$ cat src/rtl/score_pkg.sv
// Shared widths, limits and FSM encoding for the score_keeper slice.
package score_pkg;

  localparam int SCORE_W     = 20;
  localparam int SCORE_MAX_C = 999_999;
  localparam int COMBO_W     = 4;
  localparam int PTS_W       = 8;
  localparam int PROD_W      = 11;
  localparam int SUM_W       = SCORE_W + 1;

  typedef enum logic [1:0] {
    IDLE,
    MUL,
    ADD
  } score_state_t;

endpackage

$ cat src/rtl/score_keeper_if.sv
// Point-event valid/ready handshake between the game logic and score_keeper.
interface score_keeper_if;
  import score_pkg::*;

  logic             pts_valid;
  logic             pts_ready;
  logic [PTS_W-1:0] pts;

  modport master (output pts_valid, output pts, input pts_ready);
  modport slave  (input pts_valid, input pts, output pts_ready);
endinterface

$ cat src/rtl/combo_timer.sv
// Combo multiplier register with an idle timeout that drops it back to 1.
module combo_timer
  import score_pkg::*;
#(
  parameter int COMBO_MAX     = 8,
  parameter int COMBO_TIMEOUT = 50_000_000
) (
  input  logic               clk,
  input  logic               rst,
  input  logic               clear,
  input  logic               miss,
  input  logic               accept,
  output logic [COMBO_W-1:0] combo
);

  localparam int TW = (COMBO_TIMEOUT > 1) ? $clog2(COMBO_TIMEOUT) : 1;

  logic [TW-1:0] timer;
  logic          armed;
  logic          expire;

  // The timer only runs after a scoring accept and parks at 0 once it fires.
  assign expire = armed && (timer == TW'(COMBO_TIMEOUT - 1));

  always_ff @(posedge clk) begin
    if (rst || clear || miss) begin
      combo <= COMBO_W'(1);
      timer <= '0;
      armed <= 1'b0;
    end else if (expire) begin
      combo <= COMBO_W'(1);
      timer <= '0;
      armed <= 1'b0;
    end else if (accept) begin
      if (combo != COMBO_W'(COMBO_MAX))
        combo <= combo + COMBO_W'(1);
      timer <= '0;
      armed <= 1'b1;
    end else if (armed) begin
      timer <= timer + TW'(1);
    end
  end

endmodule

$ cat src/rtl/score_keeper.sv
// Accepts point events, scales them by the combo multiplier and accumulates a
// saturating score plus the session high score.
module score_keeper
  import score_pkg::*;
#(
  parameter int SCORE_MAX     = SCORE_MAX_C,
  parameter int COMBO_MAX     = 8,
  parameter int COMBO_TIMEOUT = 50_000_000
) (
  input  logic               clk,
  input  logic               rst,
  score_keeper_if.slave      bus,
  input  logic               miss,
  input  logic               clear,
  output logic [SCORE_W-1:0] score,
  output logic [SCORE_W-1:0] hiscore,
  output logic [COMBO_W-1:0] combo,
  output logic               score_upd,
  output logic               saturated
);

  score_state_t state, state_nx;

  logic               accept;
  logic [PTS_W-1:0]   pts_q;
  logic [COMBO_W-1:0] combo_q;
  logic [PROD_W-1:0]  prod_q;
  logic [SUM_W-1:0]   sum;
  logic               sum_sat;
  logic [SCORE_W-1:0] new_score;

  assign bus.pts_ready = (state == IDLE) && !clear && !rst;
  assign accept        = bus.pts_valid && bus.pts_ready;

  combo_timer #(
    .COMBO_MAX     (COMBO_MAX),
    .COMBO_TIMEOUT (COMBO_TIMEOUT)
  ) u_combo (
    .clk    (clk),
    .rst    (rst),
    .clear  (clear),
    .miss   (miss),
    .accept (accept && (bus.pts != '0)),
    .combo  (combo)
  );

  always_ff @(posedge clk) begin
    if (rst || clear)
      state <= IDLE;
    else
      state <= state_nx;
  end

  always_comb begin
    state_nx = state;
    unique case (state)
      IDLE:    if (accept) state_nx = MUL;
      MUL:     state_nx = ADD;
      ADD:     state_nx = IDLE;
      default: state_nx = IDLE;
    endcase
  end

  always_comb begin
    sum       = {1'b0, score} + SUM_W'(prod_q);
    sum_sat   = (sum >= SUM_W'(SCORE_MAX));
    new_score = sum_sat ? SCORE_W'(SCORE_MAX) : sum[SCORE_W-1:0];
  end

  always_ff @(posedge clk) begin
    if (rst) begin
      score     <= '0;
      hiscore   <= '0;
      score_upd <= 1'b0;
      saturated <= 1'b0;
      pts_q     <= '0;
      combo_q   <= '0;
      prod_q    <= '0;
    end else begin
      score_upd <= 1'b0;
      if (clear) begin
        score     <= '0;
        saturated <= 1'b0;
      end else begin
        // Capture the multiplier before the combo register advances this edge.
        if (accept) begin
          pts_q   <= bus.pts;
          combo_q <= combo;
        end
        if (state == MUL)
          prod_q <= PROD_W'(pts_q) * PROD_W'(combo_q);
        if (state == ADD) begin
          score     <= new_score;
          score_upd <= (new_score != score);
          if (sum_sat)
            saturated <= 1'b1;
          if (new_score > hiscore)
            hiscore <= new_score;
        end
      end
    end
  end

endmodule

$ cat src/flat_wrapper.sv
// flat-port wrapper written by rule: the top's interface ports become plain ports
module score_keeper_flat import score_pkg::*;
#(
  parameter int SCORE_MAX     = SCORE_MAX_C,
  parameter int COMBO_MAX     = 8,
  parameter int COMBO_TIMEOUT = 50_000_000
)
  (clk, rst, miss, clear, score, hiscore, combo, score_upd, saturated, bus_pts_valid, bus_pts, bus_pts_ready);
  score_keeper_if bus_i ();
  input  logic clk;
  input  logic rst;
  input  logic miss;
  input  logic clear;
  output logic [SCORE_W-1:0] score;
  output logic [SCORE_W-1:0] hiscore;
  output logic [COMBO_W-1:0] combo;
  output logic score_upd;
  output logic saturated;
  input wire logic [$bits(bus_i.pts_valid)-1:0] bus_pts_valid;
  input wire logic [$bits(bus_i.pts)-1:0] bus_pts;
  output wire logic [$bits(bus_i.pts_ready)-1:0] bus_pts_ready;
  assign bus_i.pts_valid = bus_pts_valid;
  assign bus_i.pts = bus_pts;
  assign bus_pts_ready = bus_i.pts_ready;
  score_keeper #(.SCORE_MAX(SCORE_MAX), .COMBO_MAX(COMBO_MAX), .COMBO_TIMEOUT(COMBO_TIMEOUT)) u_core (.clk(clk), .rst(rst), .bus(bus_i), .miss(miss), .clear(clear), .score(score), .hiscore(hiscore), .combo(combo), .score_upd(score_upd), .saturated(saturated));
endmodule
$ cat config.mk
export PLATFORM = sky130hd
export DESIGN_NAME = score_keeper_flat
export DESIGN_NICKNAME = d
export VERILOG_FILES = /design/src/rtl/score_pkg.sv /design/src/rtl/score_keeper_if.sv /design/src/rtl/combo_timer.sv /design/src/rtl/score_keeper.sv /design/src/flat_wrapper.sv
export SDC_FILE = /design/constraint.sdc
export NUM_CORES = 1
export LEC_CHECK = 0
export CAP_MARGIN = 25
export CORE_MARGIN = 2
export CORE_UTILIZATION = 53
export DETAILED_ROUTE_END_ITERATION = 6
export PLACE_DENSITY = 0.77
export RECOVER_POWER = 50
export SLEW_MARGIN = 10
export SYNTH_ARGS = -nofsm -noshare
export SYNTH_HDL_FRONTEND = slang
export SYNTH_HIERARCHICAL = 1
export SYNTH_SLANG_ARGS = --single-unit
$ cat constraint.sdc
create_clock -name clk -period 5.5 [get_ports clk]
set_input_delay 0.825 -clock clk [delete_from_list [all_inputs] [get_ports clk]]
set_output_delay 0.825 -clock clk [all_outputs]
set_load 0.01 [all_outputs]
==> impl_metrics.tcl <==
set metrics [dict create \
    fmax_ghz 0.194 \
    syn_to_final_growth_pct 16.5 \
    status "finished, violations left" \
    cp-start-kind "flop" \
    finalHoldViolations 0 \
    antenna_found_initial 0 \
    synth_fp_nets 910 \
    synth_warnings 6 \
    skew_ns 0.00684 \
    cts_tree "done" \
    power_leakage_nw 3.12 \
    first_pass_iters 5 \
    report.final.slew_viol_count 25 \
    diodes 0 \
    synth.yosys.seq_area_share 0.288 \
    hold_end "u_core/prod_q[3]" \
    postSynthAreaPerCell_um2 8.14 \
    drtIter0Drc 483 \
    whs_path_depth 2 \
    syn_inst 836 \
    crit_fanout 12 \
    fin_nets 957 \
    r2r-end "u_core/hiscore[10]" \
    hold_path_class "reg -> reg" \
    clock_sinks 98 \
    min_period_ns 5.17 \
    clk_path_buf_depth 2 \
    htree_levels 3 \
    r2r_setup_slack_ns 0.33 \
    ys_types 79 \
    worstPathRequired_ns 5.78 \
    cp-end-kind "flop" \
    period_share 0.939 \
    r2r_cells 18 \
    clk_latency_ns 0.36 \
    drc 0 \
    final_common_cell "nand2_1" \
    ir_drop_mv 0.292 \
    path_buf_inv 2 \
    slowest_delay_ns 0.52 \
    gr-total-overflow 0 \
    finalSetupViolCount 0 \
    rsz0062_at_grt "false" \
    vias 6209 \
    dp_hpwl_um 12300 \
    die_area_um2 13800 \
    cp_slowest_cell "or4b_1" \
    cap_viol_max_count 1 \
    wl_per_cell_um 15.8 \
    drive_gt1_frac 0.0890 \
    ant_nets 0 \
    io_buffers 59 \
    rows 41 \
    grtUsageTotal 0.251 \
    p_per_area_nw_per_um2 194 \
    crit-reg2reg-launch "u_core/score[1]" \
    wl_um 16700 \
    synthArstFlopShare 0 \
    final.setup.tns_ns 0 \
    die_h_um 117 \
    grt_pass1_vias 5640 \
    fillCellCount 1125 \
    setup_ws_ns 0.333 \
    violations "capacitance limit, slew limit" \
    cp.arrival_ns 5.45 \
    ios 60 \
    grt_pass1_wl_um 27500 \
    synth-edff-count 0 \
    cts_root_buf "clkbuf_16" \
    ys_ff_latch 98 \
    grt_max_degree 46 \
    dp_slack_ns 0.0438 \
    numCtsBuffers 9 \
    synthFlopType "dfxtp_1" \
    synth_area_um2 6800 \
    gp_congestion 0.940 \
    via_per_inst 5.86 \
    cpMostUsedCell "a21oi_1" \
    coreArea_um2 12600 \
    max_slew_margin -0.0537 \
    min_from "u_core/prod_q[3]" \
    clkSlewWorstSetupHoldPaths_ns 0.07 \
    cp_cell_sequence "inv_1 > fa_1 > xor2_1 > or3b_2 > or4b_1 > a41o_2 > o211a_4 > o21ai_4 > nor2_1 > ha_1 > nand4_1 > nor4_2 > o21ai_0 > o211ai_1 > a21oi_1 > buf_4 > or4_1 > a21oi_1" \
    start_util 0.541 \
    fp.dieW_um 117 \
    cts_hold_buf 0 \
    worst_pin_slew_ns 1.58 \
    criticalPathCategory "reg -> reg" \
    mostFrequentLayoutCells "nand2_1, dfxtp_1, a21oi_1" \
    cp_top_family "simple AND/OR/NAND/NOR gates" \
]
[state kept, by name (all words and copies together), names as in the netlist]
signal and flops:
u_core/prod_q 11, u_core/state 2, u_core/u_combo/combo 4, u_core/hiscore 20, u_core/score_upd 1, u_core/u_combo/armed 1
u_core/saturated 1, u_core/score 20, u_core/combo_q 4, u_core/pts_q 8, u_core/u_combo/timer 26
[repair_timing]
action / CTS / global route
hold endpoints to repair: 0 / 0
resized for setup: 1 / 3
buffers inserted: 0 / 0
pin swaps: 0 / 0
setup endpoints to repair: 1 / 20
[final cells by class]
type | count | area [µm²] | area share
tap | 172 | 215 | 0.0272
inverter | 50 | 188 | 0.0237
multi-input combinational | 640 | 4420 | 0.558
timing repair buffer | 84 | 790 | 0.0996
clock buffer | 9 | 225 | 0.0284
sequential | 98 | 1960 | 0.248
clock inverter | 7 | 124 | 0.0156
[metal layers]
| metal | global-route usage | routed length [µm] | vias up |
|---|---|---|---|
| li1 | - | - | 3098 |
| met1 | 0.332 | 7600 | 2886 |
| met2 | 0.418 | 7950 | 197 |
| met3 | 0.0448 | 837 | 28 |
| met4 | 0.0745 | 342 | 0 |
| met5 | 0 | 0 | - |
[report_power, final]
group	total, mW	switching (mW)	internal, mW
sequential	0.719	0.00534	0.713
clock	0.743	0.293	0.450
combinational	0.0753	0.0468	0.0285
total	1.54	0.345	1.19
[synth_stat cells, drive strengths merged, types with 8 or more instances]
cell type,count,share of area
a211oi,19,0.027
a21o,14,0.015
a21oi,97,0.074
a311oi,16,0.024
and2,23,0.021
buf,20,0.022
clkbuf,28,0.015
dfxtp,98,0.29
fa,13,0.038
ha,48,0.088
inv,50,0.028
nand2,109,0.060
nand2b,8,0.0074
nand3,30,0.023
nand4,18,0.017
nor2,51,0.028
nor3,15,0.011
o21ai,22,0.018
o31ai,10,0.011
or3,8,0.0075
or4,17,0.019
xnor2,19,0.024
xor2,15,0.019
[how the worst max path moves through the flow]
stage                     start                 end  slack, ns  depth (start not counted)
2_1_floorplan   u_core/score[0]  u_core/hiscore[14]       0.30                         23
5_1_grt        u_core/prod_q[0]   u_core/hiscore[8]       0.04                         19
3_5_place_dp    u_core/score[1]   u_core/hiscore[2]       0.04                         17
6_report        u_core/score[1]  u_core/hiscore[10]       0.33                         18
4_1_cts         u_core/score[1]   u_core/hiscore[2]        0.1                         17
3_3_place_gp    u_core/score[0]  u_core/hiscore[18]       0.21                         18
[tightest hold or removal path, stage by stage (launching register included)]
cell and delay [ns]:
dfxtp_1 0.31, nand2_1 0.05, a21oi_1 0.05
[per-stage QoR]
step	hold WS, ns	utilization	cell area, µm²	power (mW)	cells
3_5_place_dp	0.452	0.599	7520	0.808	1041
6_report	0.462	0.631	7930	1.54	1060
3_3_place_gp	0.447	0.599	7520	0.806	1041
5_1_grt	0.496	0.631	7930	1.58	1060
2_1_floorplan	0.436	-	6800	0.781	836
4_1_cts	0.463	0.627	7880	1.55	1057
[kinds of logic (layout without fill, tap and decap cells)]
family,after synthesis,count (layout),synth area share
buffers and inverters,98,150,0.0651
muxes,2,2,0.00294
adders and majority gates,61,61,0.127
and+or+nand+nor,318,318,0.237
DFF,98,98,0.288
AOI/OAI and AO/OA,225,225,0.237
xor gates and xnor gates,34,34,0.0438
Power figures use the tool's default switching activity.
